--- config.mk ---
export PLATFORM = sky130hd
export DESIGN_NAME = bits_gather
export DESIGN_NICKNAME = d
export VERILOG_FILES = /design/src/rtl/bits_gather.sv
export SDC_FILE = /design/constraint.sdc
export NUM_CORES = 1
export LEC_CHECK = 0
export CORE_AREA = 2 2 39 41
export DETAILED_ROUTE_END_ITERATION = 7
export DIE_AREA = 0 0 41 43
export PLACE_DENSITY = 0.74
export SYNTH_ARGS = -nofsm -noshare
export SYNTH_HDL_FRONTEND = slang
export SYNTH_SLANG_ARGS = --single-unit
--- constraint.sdc ---
create_clock -name clk -period 1.4 [get_ports clk]
set_input_delay 0.14 -clock clk [delete_from_list [all_inputs] [get_ports clk]]
set_output_delay 0.14 -clock clk [all_outputs]
set_load 0.03 [all_outputs]
--- src/rtl/bits_gather.sv ---
// bits_gather: receive-side serial-to-parallel symbol deserializer.
// Collects demodulated bits LSB first into N-bit symbols and presents
// each finished symbol zero-extended to M bits, with a one-cycle strobe.
// In bypass (BPSK) mode every valid bit becomes its own symbol, placed at
// output bit BYPASS_SELECTION.
module bits_gather #(
    parameter int N                = 2,
    parameter int M                = 8,
    parameter int BYPASS_SELECTION = 1
) (
    input  logic         clk,
    input  logic         rst,
    input  logic         bypass,
    input  logic         sym_start,
    input  logic         bit_valid,
    input  logic         I,
    output logic [M-1:0] O,
    output logic         O_valid,
    output logic         short_err
);

    localparam int CW = $clog2(N) + 1;

    // Reject parameter sets the datapath cannot represent.
    generate
        if (N < 2 || N > M || BYPASS_SELECTION < 0 || BYPASS_SELECTION >= N) begin : g_bad_params
            $error("bits_gather: illegal parameters N=%0d M=%0d BYPASS_SELECTION=%0d",
                   N, M, BYPASS_SELECTION);
        end
    endgenerate

    typedef enum logic [0:0] {
        HUNT = 1'b0,
        RUN  = 1'b1
    } state_t;

    state_t          state_r;
    state_t          state_nxt_s;
    logic [CW-1:0]   cnt_r;
    logic [CW-1:0]   cnt_nxt_s;
    logic [N-1:0]    sr_r;
    logic [N-1:0]    sr_nxt_s;
    logic [M-1:0]    o_nxt_s;
    logic            o_valid_nxt_s;
    logic            short_err_nxt_s;

    // Position the incoming bit lands on, and the register it lands in.
    // A sym_start always restarts the symbol at bit 0 on an empty register.
    logic [CW-1:0]   pos_s;
    logic [N-1:0]    base_s;
    logic [N-1:0]    sr_wr_s;

    // Write position and assembly-register contents including the new bit.
    always_comb begin
        pos_s   = {CW{1'b0}};
        base_s  = {N{1'b0}};
        sr_wr_s = {N{1'b0}};
        if (sym_start) begin
            pos_s  = {CW{1'b0}};
            base_s = {N{1'b0}};
        end else begin
            pos_s  = cnt_r;
            base_s = sr_r;
        end
        for (int i = 0; i < N; i++) begin
            if (CW'(i) == pos_s) begin
                sr_wr_s[i] = I;
            end else begin
                sr_wr_s[i] = base_s[i];
            end
        end
    end

    // Next-state, counter, assembly register and output decisions.
    always_comb begin
        state_nxt_s     = state_r;
        cnt_nxt_s       = cnt_r;
        sr_nxt_s        = sr_r;
        o_nxt_s         = O;
        o_valid_nxt_s   = 1'b0;
        short_err_nxt_s = 1'b0;

        if (bypass) begin
            // BPSK: one bit per symbol; the QPSK assembler is held idle so
            // nothing from this period leaks into a later symbol.
            state_nxt_s = HUNT;
            cnt_nxt_s   = {CW{1'b0}};
            sr_nxt_s    = {N{1'b0}};
            if (bit_valid) begin
                o_nxt_s                   = {M{1'b0}};
                o_nxt_s[BYPASS_SELECTION] = I;
                o_valid_nxt_s             = 1'b1;
            end else begin
                o_nxt_s = O;
            end
        end else if (bit_valid) begin
            case (state_r)
                HUNT: begin
                    if (sym_start) begin
                        sr_nxt_s    = sr_wr_s;
                        cnt_nxt_s   = CW'(1);
                        state_nxt_s = RUN;
                    end else begin
                        state_nxt_s = HUNT;
                    end
                end
                RUN: begin
                    // A sym_start on a partly filled symbol aborts it.
                    if (sym_start && (cnt_r != {CW{1'b0}})) begin
                        short_err_nxt_s = 1'b1;
                    end else begin
                        short_err_nxt_s = 1'b0;
                    end
                    if (pos_s == CW'(N - 1)) begin
                        o_nxt_s        = {M{1'b0}};
                        o_nxt_s[N-1:0] = sr_wr_s;
                        o_valid_nxt_s  = 1'b1;
                        cnt_nxt_s      = {CW{1'b0}};
                        sr_nxt_s       = {N{1'b0}};
                    end else begin
                        sr_nxt_s  = sr_wr_s;
                        cnt_nxt_s = pos_s + CW'(1);
                    end
                end
                default: begin
                    state_nxt_s = HUNT;
                    cnt_nxt_s   = {CW{1'b0}};
                    sr_nxt_s    = {N{1'b0}};
                end
            endcase
        end else begin
            state_nxt_s = state_r;
        end
    end

    // State and registered outputs; reset clears everything immediately.
    always_ff @(posedge clk or posedge rst) begin
        if (rst) begin
            state_r   <= HUNT;
            cnt_r     <= {CW{1'b0}};
            sr_r      <= {N{1'b0}};
            O         <= {M{1'b0}};
            O_valid   <= 1'b0;
            short_err <= 1'b0;
        end else begin
            state_r   <= state_nxt_s;
            cnt_r     <= cnt_nxt_s;
            sr_r      <= sr_nxt_s;
            O         <= o_nxt_s;
            O_valid   <= o_valid_nxt_s;
            short_err <= short_err_nxt_s;
        end
    end

endmodule

After elaboration in Yosys (flattened, before gate mapping)
Index checks and enable logic that the tools add are counted.

operators by class
  add/subtract/negate cells = 1
  eq/ne operators = 3
  muxes and demuxes = 32
  bitwise operators = 1
  reduce and logical (&&, ||, !) cells = 8

operators with widths
  kind                                                                   count
  8-bit two-way mux                                                      5
  2-bit two-way mux                                                      10
  1-bit two-way mux                                                      15
  2-bit case mux with 2 select lines                                     2
  2-bit nonzero test                                                     4
  3-bit != test, second input constant                                   1
  3-bit AND reduction                                                    1
  2-bit by 1-bit adder with 2-bit output, second input constant          1
  1-bit by 2-bit equality test with 1-bit output, first input constant   1
  2-bit by 1-bit equality test with 1-bit output, second input constant  1
  2-bit logical NOT                                                      1
  2-bit AND reduction                                                    1
  1-bit logical AND                                                      1
  1-bit NOT                                                              1

word-level totals
  bits in registers = 15
  input bits = 6
  output and inout port bits = 10
  word-level logic and storage cells = 51

Depth between registers and ports, before layout
  word-level depth = 7
  gate-level depth with buffers = 4

Least setup slack after synthesis
Ideal clock, no wire load.

  path type = register to register
  start = reg cnt_r[1]
  end = reg O[1]
  arrival = 1,232 ps
  data required time = 1,273 ps
  setup slack = 40 ps
  stages on the path, launching flop included = 4
  clock period less this slack = 1,360 ps
  path through = dfrtp_1 -> nor4bb_4 -> o21a_2 -> mux2_1

between the ends
  word-level cells in the longest chain between the ends = 7
  elaborated cells on any way between the ends = 10
  classes of those cells = 2 x eq/ne; 6 x mux; 2 x reduce/logical

ends and longest elaborated chain
  what                                            RTL line  RTL
  start, declared                                 39        logic [CW-1:0] cnt_r;
  start signal, assigned                          140       cnt_r <= {CW{1'b0}};
  start signal, assigned                          147       cnt_r <= cnt_nxt_s;
  2-bit two-way mux (*)                           58        if (sym_start) begin
  1-bit by 2-bit equality test with 1-bit output  66, 114
  1-bit two-way mux                               66        if (CW'(i) == pos_s) begin
  8-bit two-way mux                               114       if (pos_s == CW'(N - 1)) begin
  8-bit two-way mux                               97        case (state_r)
  8-bit two-way mux                               96        end else if (bit_valid) begin
  8-bit two-way mux                               83        if (bypass) begin
  end signal, assigned                            142       O <= {M{1'b0}};
  end signal, assigned                            149       O <= o_nxt_s;
  end, declared                                   17        output logic [M-1:0] O,

Mark *: on every way between the ends. The rest lies on a longest branch, timed or not. The select of a mux whose other input is x is not followed.
A chain may end at the register's enable or synchronous reset.

Worst setup path in the final report
Ends and elaborated chain as after synthesis.

==> metrics.md <==
| Metric | Value |
|---|---|
| Gate power share | 0.244 |
| Clk Latency, worst-skew pair | about 0.25 ns |
| Util after Layout | 0.430 |
| Period utilization | 0.949 |
| I/O pin cnt | 16 |
| Sw power | 0.166 mW |
| Port bufs | 9 |
| CTS tree | yes |
| Die area | approximately 0.0018 mm2 |
| Antenna Diode Count | 0 |
| Final Hold Viols | 0 |
| Average wire per standard cell | 11.2 um |
| Status | finished clean |
| Ratio of cells with drive above 1 in the final layout | 0.250 |
| Clk network pwr share | 0.302 |
| Placed cell areas | between 500 and 600 um2 |
| GPL Wtd Cong | 0.669 |
| Core ar. | approximately 0.0014 mm2 |
| Die W | about 41 um |
| Pwr/cell area | about 950 mW/mm2 |
| Crit. End Element | register |
| Final setup violating endpoints | 0 |
| Final slew viol count | 0 |
| Clock root buffer | clkbuf_4 |
| Area Overhead vs Synth | 33.7% |
| Synth area leader | dfrtp_1 |
| Post-synth ARST share | 1.00 |
| DRC Markers | 0 |
| Post-synth EDFFs | 0 |
| Hold Crit Class | in2async |
| Min Tclk post-route | approximately 1.3 ns |
| CP Max Fanout | 2 |
| Clk pin slew, worst setup/hold paths | roughly 0.050 ns |
| Largest net degree at the start of global routing | 9 |
| Achievable Freq | between 700 and 800 MHz |
| Number of global-route vias before repair | around 370 |
| GRT Residual Overflow | 0 |
| Max IR drop VDD | between 300 and 400 uV |
| Mapped Cells | approximately 40 |
| Reg2reg start | cnt_r[1] |
| GRT Total Usage | 0.131 |
| Vias per cell | around 4.7 |
| Critical path required time | between 1.5 and 2 ns |
| CP arrival | approximately 1.5 ns |
| Internal | approximately 0.40 mW |
| Worst reg2reg path endpoint | O[1] |
| Startpoint Class | register |
| Finished Cell Area | about 600 um2 |
| Row count | 14 |
| R2R depth | 3 |
| Predominant post-synthesis flop cell | dfrtp_1 |
| RSZ-0062 raised after global routing | no |
| Via count | ~340 |
| Met1 wire length | between 300 and 400 um |
| Met2 wire length | 455 um |
| Initial antenna violation count | 0 |
| Met3 WL | 39 um |
| Syn avg cell area | around 11 um2 |
| # hold bufs at CTS | 0 |
| Yosys reg bits | 8 |
| DRT antenna net count | 0 |
| Total power | 0.568 mW |
| Cell area after synthesis | roughly 450 um2 |
| Nets@finish | 64 |
| DP HPWL | approximately 630 um |
| Die height | about 43 um |
| Number of library cell types mapped by synthesis | 22 |
| Count leader, synth | dfrtp_1 |
| Starting density of the core | 0.322 |
| Drt total wl | between 800 and 900 um |
| CP Class | reg2reg |
| Register area share after synthesis | 0.449 |
| FF-to-FF setup slack | 0.07 ns |
| Synth top cells by count | dfrtp_1 (8), buf_4 (6), inv_1 (3) |
| Post-synth top area share | 0.449 |
| Starting DRT DRC Count | 6 |
| Fin cells | just over 70 |
| Clock Tree Buf Depth | 2 |
| Reg power frac | 0.454 |
| Layout fillers | 146 |
| Switching Share | 0.291 |
| Leak pwr | 0.296 nW |
| Top Metal Used | met3 |
| DR pass1 iterations | 2 |
| First-pass GRT wire length | ~1500 um |
| Clock skew | approximately 0.0023 ns |
| Max_cap viols | 0 |
| Most area-consuming cells after synthesis | dfrtp_1 (45%), buf_4 (10%), nor4bb_4 (5.6%), o41ai_2 (3.7%), nand3b_1 (3.4%) |
| TritonCTS Buffers | 3 |
| DP Cell Count | between 60 and 70 |
| Clock sink count | 8 |
| H-tree levels | 1 |
| Yosys Warn Count | 0 |
[sequential cells by signal (all words and copies together) (netlist names)]
name,count
O,2
cnt_r,2
O_valid,1
short_err,1
sr_r,1
state_r,1
[what timing repair did]
action | 4_1_cts | 5_1_grt
setup buffers | 0 | 0
gates cloned | 0 | 0
resized for setup | 2 | 3
setup endpoints to repair | 2 | 3
[worst max-delay path, cell delays in order (launching register included)]
cell,delay [ns]
dfrtp_1,0.41
nor4bb_4,0.33
o21a_2,0.17
mux2_1,0.31
[logic make-up (layout without fill, tap and decap cells)]
| logic type | count (synthesis) | in the layout | synth area share |
|---|---|---|---|
| AO/OA/AOI/OAI | 9 | 9 | 0.169 |
| AND/OR/NAND/NOR | 10 | 10 | 0.183 |
| flip-flops | 8 | 8 | 0.449 |
| multiplexers | 2 | 2 | 0.0478 |
| other | 1 | 6 | 0.00842 |
| buffers and inverters | 11 | 21 | 0.143 |
[metal layers]
metal	GRT usage	vias to the layer above
met4	0.0800	0
met5	0	-
met2	0.197	8
li1	-	161
met3	0.0366	0
met1	0.158	166
[per-stage QoR]
step / hold WS (ns) / setup WS, ns / TNS (ns)
after detailed placement: 0.415 / -0.149 / -0.415
after global placement: 0.411 / -0.126 / -0.329
final: 0.140 / 0.0709 / 0
after global routing: 0.154 / 0.0204 / 0
after floorplan: -0.0443 / 0.0404 / 0
after CTS: 0.140 / 0.0153 / 0
[power by group through the flow]
stage	registers [mW]	clock network [mW]	logic, mW
2_1_floorplan	0.285	0	0.0774
3_3_place_gp	0.262	0	0.142
3_5_place_dp	0.263	0	0.144
4_1_cts	0.258	0.183	0.139
5_1_grt	0.261	0.195	0.153
6_report	0.258	0.172	0.139
[layout make-up]
cell class                      count  area (um2)  share of cell area
Timing Repair Buffer               15         138               0.231
Sequential cell                     8         200               0.336
Clock buffer                        3        22.5              0.0378
Multi-Input combinational cell     27         204               0.342
Inverter                            3        11.3              0.0189
Tap cell                           16        20.0              0.0336
[cells in the final DEF (no fill, tap or decap), drive strengths merged, types with 2 or more instances in the layout]
cell type	n
dfrtp	8
conb	6
buf	6
clkdlybuf4s50	5
inv	3
clkbuf	3
nand2b	2
a21oi	2
nand3b	2
nor3b	2
dlygate4sd2	2
dlymetal6s2s	2
[worst max path at each step]
| stage | startpoint | to | slack [ns] | cells past startpoint |
|---|---|---|---|---|
| 6_report | cnt_r[1] | O[1] | 0.07 | 3 |
| 5_1_grt | cnt_r[1] | O[1] | 0.02 | 3 |
| 4_1_cts | O_valid | O_valid | 0.02 | 1 |
| 3_5_place_dp | sym_start | sr_r[0] | -0.15 | 5 |
| 3_3_place_gp | sym_start | sr_r[0] | -0.13 | 5 |
| 2_1_floorplan | cnt_r[1] | O[1] | 0.04 | 3 |
(Power assumes the default switching activity.)
